File: src/rtl/svnet_ram_stream_reader.sv
// Burst read sequencer for svnet_ram: paced, credit-limited reads feeding a valid/ready stream.
// Optional stall counter output enabled by SVNET_RAM_STREAM_READER_STATS_EN.
module svnet_ram_stream_reader #(
  parameter int DEPTH        = 1024,
  parameter int WIDTH        = 8,
  parameter int READ_LATENCY = 2,
  parameter int READ_GAP     = 2,
  parameter int FIFO_DEPTH   = 4,
  localparam int AW          = $clog2(DEPTH)
) (
  input  logic             clk,
  input  logic             rst,
  input  logic             start,
  input  logic [AW-1:0]    start_base,
  input  logic [AW:0]      start_length,
  output logic             busy,
  output logic             done,
  output logic             ram_read,
  output logic [AW-1:0]    ram_read_address,
  input  logic             ram_read_data_valid,
  input  logic [WIDTH-1:0] ram_read_data,
  output logic             out_valid,
  input  logic             out_ready,
  output logic [WIDTH-1:0] out_data,
  output logic             out_last
`ifdef SVNET_RAM_STREAM_READER_STATS_EN
  , output logic [31:0]    stall_cycles
`endif
);

  localparam int FW = $clog2(FIFO_DEPTH);
  localparam int CW = $clog2(FIFO_DEPTH + 1);
  localparam int GW = $clog2(READ_GAP + 1);

  if (FIFO_DEPTH < READ_LATENCY) begin : g_cfg_chk
    $error("FIFO_DEPTH must be >= READ_LATENCY");
  end

  typedef enum logic [1:0] {IDLE, ISSUE, DRAIN} state_t;

  state_t                          state_q, state_d;
  logic [AW-1:0]                   nxt_addr_q, nxt_addr_d;
  logic [AW:0]                     rem_q, rem_d;
  logic [GW-1:0]                   gap_q, gap_d;
  logic [CW-1:0]                   outst_q, outst_d;
  logic [CW-1:0]                   cnt_q, cnt_d;
  logic [FW-1:0]                   wr_ptr_q, wr_ptr_d, rd_ptr_q, rd_ptr_d;
  logic [FIFO_DEPTH-1:0][WIDTH:0]  mem_q, mem_d;
  logic                            busy_q, busy_d, done_q, done_d, rd_q, rd_d;
  logic [AW-1:0]                   addr_q, addr_d;
  logic                            vld_q, vld_d, last_q, last_d;
  logic [WIDTH-1:0]                data_q, data_d;
  logic                            issue, push, pop, tag;
  logic [CW:0]                     credit_sum;
`ifdef SVNET_RAM_STREAM_READER_STATS_EN
  logic [31:0]                     stall_q, stall_d;
`endif

  assign pop        = vld_q & out_ready;
  assign push       = ram_read_data_valid & (outst_q != '0);
  // Responses return in order, so the one retiring the final outstanding read in DRAIN is the last word.
  assign tag        = (state_q == DRAIN) && (outst_q == CW'(1));
  assign credit_sum = {1'b0, outst_q} + {1'b0, cnt_q};

  always_comb begin
    state_d    = state_q;
    nxt_addr_d = nxt_addr_q;
    rem_d      = rem_q;
    gap_d      = (gap_q != '0) ? gap_q - GW'(1) : gap_q;
    busy_d     = busy_q;
    done_d     = 1'b0;
    rd_d       = 1'b0;
    addr_d     = addr_q;
    issue      = 1'b0;
    case (state_q)
      IDLE: begin
        if (start) begin
          if (start_length != '0) begin
            nxt_addr_d = start_base;
            rem_d      = start_length;
            busy_d     = 1'b1;
            state_d    = ISSUE;
          end else begin
            done_d = 1'b1;
          end
        end
      end
      ISSUE: begin
        // Credits count both in-flight reads and buffered words, so a full FIFO blocks issue.
        if (gap_q == '0 && credit_sum < (CW+1)'(FIFO_DEPTH)) begin
          issue      = 1'b1;
          rd_d       = 1'b1;
          addr_d     = nxt_addr_q;
          nxt_addr_d = (nxt_addr_q == AW'(DEPTH - 1)) ? '0 : nxt_addr_q + AW'(1);
          rem_d      = rem_q - (AW+1)'(1);
          gap_d      = GW'(READ_GAP - 1);
          if (rem_q == (AW+1)'(1)) state_d = DRAIN;
        end
      end
      DRAIN: begin
        if (pop && last_q) begin
          done_d  = 1'b1;
          busy_d  = 1'b0;
          state_d = IDLE;
        end
      end
      default: state_d = IDLE;
    endcase

    outst_d  = outst_q + CW'(issue) - CW'(push);
    mem_d    = mem_q;
    wr_ptr_d = wr_ptr_q;
    rd_ptr_d = rd_ptr_q;
    if (push) begin
      mem_d[wr_ptr_q] = {tag, ram_read_data};
      wr_ptr_d        = wr_ptr_q + FW'(1);
    end
    if (pop) rd_ptr_d = rd_ptr_q + FW'(1);
    cnt_d = cnt_q + CW'(push) - CW'(pop);

    // Head is taken from the post-push array so a word landing in an empty FIFO shows next cycle.
    vld_d  = (cnt_d != '0);
    data_d = data_q;
    last_d = last_q;
    if (cnt_d != '0) {last_d, data_d} = mem_d[rd_ptr_d];
    else             last_d = 1'b0;

`ifdef SVNET_RAM_STREAM_READER_STATS_EN
    stall_d = stall_q;
    if (state_q == IDLE && start)                    stall_d = '0;
    else if (vld_q && !out_ready && stall_q != '1)   stall_d = stall_q + 32'd1;
`endif
  end

  always_ff @(posedge clk or posedge rst) begin
    if (rst) begin
      state_q    <= IDLE;
      nxt_addr_q <= '0;
      rem_q      <= '0;
      gap_q      <= '0;
      outst_q    <= '0;
      cnt_q      <= '0;
      wr_ptr_q   <= '0;
      rd_ptr_q   <= '0;
      mem_q      <= '0;
      busy_q     <= 1'b0;
      done_q     <= 1'b0;
      rd_q       <= 1'b0;
      addr_q     <= '0;
      vld_q      <= 1'b0;
      data_q     <= '0;
      last_q     <= 1'b0;
`ifdef SVNET_RAM_STREAM_READER_STATS_EN
      stall_q    <= '0;
`endif
    end else begin
      state_q    <= state_d;
      nxt_addr_q <= nxt_addr_d;
      rem_q      <= rem_d;
      gap_q      <= gap_d;
      outst_q    <= outst_d;
      cnt_q      <= cnt_d;
      wr_ptr_q   <= wr_ptr_d;
      rd_ptr_q   <= rd_ptr_d;
      mem_q      <= mem_d;
      busy_q     <= busy_d;
      done_q     <= done_d;
      rd_q       <= rd_d;
      addr_q     <= addr_d;
      vld_q      <= vld_d;
      data_q     <= data_d;
      last_q     <= last_d;
`ifdef SVNET_RAM_STREAM_READER_STATS_EN
      stall_q    <= stall_d;
`endif
    end
  end

  // A response with nothing outstanding is an upstream protocol error; its data is dropped.
  a_no_orphan_resp: assert property (@(posedge clk) disable iff (rst)
    ram_read_data_valid |-> (outst_q != '0));

  assign busy             = busy_q;
  assign done             = done_q;
  assign ram_read         = rd_q;
  assign ram_read_address = addr_q;
  assign out_valid        = vld_q;
  assign out_data         = data_q;
  assign out_last         = last_q;
`ifdef SVNET_RAM_STREAM_READER_STATS_EN
  assign stall_cycles     = stall_q;
`endif

endmodule

File: config.mk
export PLATFORM = sky130hd
export DESIGN_NAME = svnet_ram_stream_reader
export DESIGN_NICKNAME = d
export VERILOG_FILES = /design/src/rtl/svnet_ram_stream_reader.sv
export SDC_FILE = /design/constraint.sdc
export NUM_CORES = 1
export LEC_CHECK = 0
export ABC_AREA = 1
export ABC_CLOCK_PERIOD_IN_PS = 3500
export BUFFER_PORTS_ARGS = -buffer_cell sky130_fd_sc_hd__buf_4
export CORE_UTILIZATION = 54
export DETAILED_ROUTE_END_ITERATION = 8
export PLACE_DENSITY = 0.73
export SETUP_SLACK_MARGIN = 0.15
export SYNTH_ARGS = -nofsm -noshare
export SYNTH_HDL_FRONTEND = slang
export SYNTH_SLANG_ARGS = --single-unit
File: constraint.sdc
create_clock -name clk -period 3.5 [get_ports clk]
set_clock_uncertainty 0.05 [all_clocks]
set_input_delay 0.525 -clock clk [delete_from_list [all_inputs] [get_ports clk]]
set_output_delay 0.525 -clock clk [all_outputs]
set_load 0.02 [all_outputs]
==> results.json <==
{
  "outcome": "finished clean",
  "slew_headroom_pct": 46.1,
  "endpoint_kind": "flip-flop",
  "async_reset_ff_share_pct": 100,
  "finalSetupViolCount": 0,
  "clk_latency_ns": 0.37,
  "critPathLaunch": "outst_q[1]",
  "ff2ff_setup_slack_ns": 0.48,
  "reg2reg_from": "outst_q[1]",
  "syn_area_per_cell_um2": 7.45,
  "r2r.worst_path.cells": 13,
  "h-tree-depth": 3,
  "tns_ns": 0,
  "ys_top_cells_by_count": "nand2_1 (306), dfrtp_1 (94), nand3_1 (90), inv_1 (61)",
  "worstPathCellList": "nor2_4 > nand2_4 > nand2_4 > ha_1 > inv_1 > ha_1 > fa_1 > xnor2_1 > or2_2 > nand3_1 > inv_1 > nand2_1 > nand2_1",
  "peakVddDrop_mv": 0.499,
  "endpoint": "out_data[5]",
  "boundaryPins": 57,
  "die_w_um": 103,
  "grt.total_usage_pct": 26.1,
  "grt_pass1_wl_um": 20900,
  "total_power_mw": 5.69,
  "yosysTopAreaCellShare_pct": 43.0,
  "pwr-share-seq_pct": 32.8,
  "synth-seq-cells": 94,
  "crit_type": "reg2reg",
  "cts_made_buffers": 9,
  "cts-root-buf": "clkbuf_8",
  "path_max_fanout": 20,
  "drive_gt1_share_pct": 14.5,
  "synth_cell_types": 41,
  "antenna_cells": 0,
  "synth_top_area_cell": "dfrtp_1",
  "initial_core_util_pct": 56.0,
  "fin_util_pct": 62.1,
  "gp_congestion": 0.847,
  "dpl_cell_area_um2": 5880,
  "ys.flop_type": "dfrtp_1",
  "num_vias": 4810,
  "cts_resized": 0,
  "p_leak_nw": 3.26,
  "area_growth_pct": 10.9,
  "hold_class": "in2async",
  "critPathRequiredTime_ns": 3.72,
  "pwr-share-clk_pct": 12.4,
  "fillers": 896,
  "rsz0062_at_grt": "no",
  "grt_max_degree": 51,
  "p_per_area_nw_per_um2": 938,
  "drt_iter0_drc": 210,
  "cts_tree": "built",
  "cpPeakStageDelay_ns": 0.45,
  "final_nets": 828,
  "final_area_um2": 6070,
  "worstReg2RegEnd": "out_data[5]",
  "core-area_um2": 9770,
  "worstMarginPinSlew_ns": 0.809,
  "vias_per_cell": 5.25,
  "grt_pass1_vias": 4498,
  "post-synth-top-count-cell": "nand2_1",
  "critical_path_arrival_ns": 3.24,
  "cts_hold_buf": 0,
  "synth_area_leaders": "dfrtp_1 (43%), nand2_1 (21%), nand3_1 (8.2%)",
  "clk_pin_slew_worst_paths_ns": 0.09,
  "min_period_ns": 3.02,
  "portBuffers": 56,
  "cpMaxStageDelayCell": "dfrtp_1",
  "synth_edf_count": 0,
  "syn-num-nets": 783,
  "row_count": 36,
  "drt-total-wl_um": 12600,
  "synth_warnings": 0,
  "dr.pass1.iters": 5,
  "pwr-share-comb_pct": 54.9,
  "power.switching_mw": 2.73,
  "swShare_pct": 47.9,
  "drc_errors": 0,
  "fin_cells": 917,
  "wl_per_cell_um": 13.8,
  "cts_setup_buffers": 0,
  "min_period_over_period_pct": 86.3,
  "antenna_found_initial": 0,
  "synthCells": 734,
  "ant_nets": 0,
  "dieArea_um2": 10500,
  "clock_sinks": 94,
  "dp_hpwl_um": 8800,
  "die_h_um": 103,
  "startpoint_type": "flip-flop",
  "grt-ovfl-total": 0,
  "max_cap_viol_count": 0,
  "cell_internal_pwr_mw": 2.96,
  "seq_area_frac_synth_pct": 43.0,
  "drv_slew": 0,
  "netlist_area_um2": 5470,
  "hold_viol": 0,
  "cts_buffer_depth": 2,
  "dp_cells": 901,
  "timing.fmax_ghz": 0.331
}
cells in the final DEF, fill, tap and decap left out, drive strengths merged:
cell type    n
a21oi        4
a31oi        1
and2         3
buf         61
bufinv       1
clkbuf      12
clkinv       4
clkinvlp     1
dfrtp       94
fa           2
ha          13
inv         69
nand2      318
nand3      100
nand3b       1
nand4        3
nor2        28
nor2b        1
nor3         3
nor3b        1
nor4         1
o21ai       48
o21bai       2
o22ai        1
o2bb2ai      1
or2          2
xnor2        2
xor2         7
how the worst min path moves through the flow:
stage                start                   to  slack [ns]  cells after the start
2_1_floorplan     rem_q[3]             rem_q[3]        0.39                      2
3_3_place_gp      rem_q[3]             rem_q[3]        0.41                      2
3_5_place_dp   out_data[4]          out_data[4]        0.42                      2
4_1_cts                rst             ram_read        0.24                      2
5_1_grt                rst  ram_read_address[2]        0.28                      2
6_report               rst  ram_read_address[1]        0.23                      2
layout make-up:
type	count	area, um^2	share of cell area (%)
inverters	71	268	4.41
flip-flops and latches	94	2350	38.8
repair buffers	61	470	7.76
clock buffers	12	135	2.23
well taps	133	166	2.74
multi-input cells	542	2630	43.3
clock inverters	4	47.5	0.784
per-layer routing:
| layer | up-vias | GRT usage (%) | wire length [um] |
|---|---|---|---|
| met2 | 150 | 44.6 | 6120 |
| met4 | 0 | 11.4 | 388 |
| li1 | 2396 | - | - |
| met5 | - | 0 | 0 |
| met1 | 2239 | 31.2 | 5400 |
| met3 | 25 | 6.71 | 717 |
metrics by stage:
step	hold WS, ns	setup slack [ns]
detailed placement	0.416	0.451
floorplan	0.392	0.476
global placement	0.409	0.542
CTS	0.238	0.478
finish	0.226	0.481
global route	0.277	0.295
sequential cells by signal (all words and copies together), names as in the netlist, 3 cells and up:
name              cells
nxt_addr_q           10
out_data              8
outst_q               3
cnt_q                 3
mem_q                36
ram_read_address     10
rem_q                11
power by group through the flow:
stage | Combinational [mW] | Sequential (mW) | Clock, mW
3_5_place_dp | 3.12 | 1.88 | 0
3_3_place_gp | 3.00 | 1.86 | 0
4_1_cts | 3.13 | 1.86 | 0.726
2_1_floorplan | 2.32 | 1.94 | 0
5_1_grt | 3.54 | 1.92 | 0.768
6_report | 3.12 | 1.86 | 0.705
cell families (layout without fill, tap and decap cells):
kind of cell	after synthesis	count (layout)	synth area share, %
AND/OR/NAND/NOR	461	461	36.7
buffers and inverters	98	148	8.97
flip-flops	94	94	43.0
AO/OA/AOI/OAI	57	57	5.83
adder cells (fa/ha/maj)	15	15	3.71
XOR/XNOR	9	9	1.78
critical path, delay by kind of cell (launching register included):
family        cells  cell delay [ns]
flops             1             0.45
simple gates      7             1.15
buf+inv           2             0.26
fa+ha+maj         3             0.84
xor+xnor          1             0.15
No activity file was read; power rests on OpenSTA's default activity.
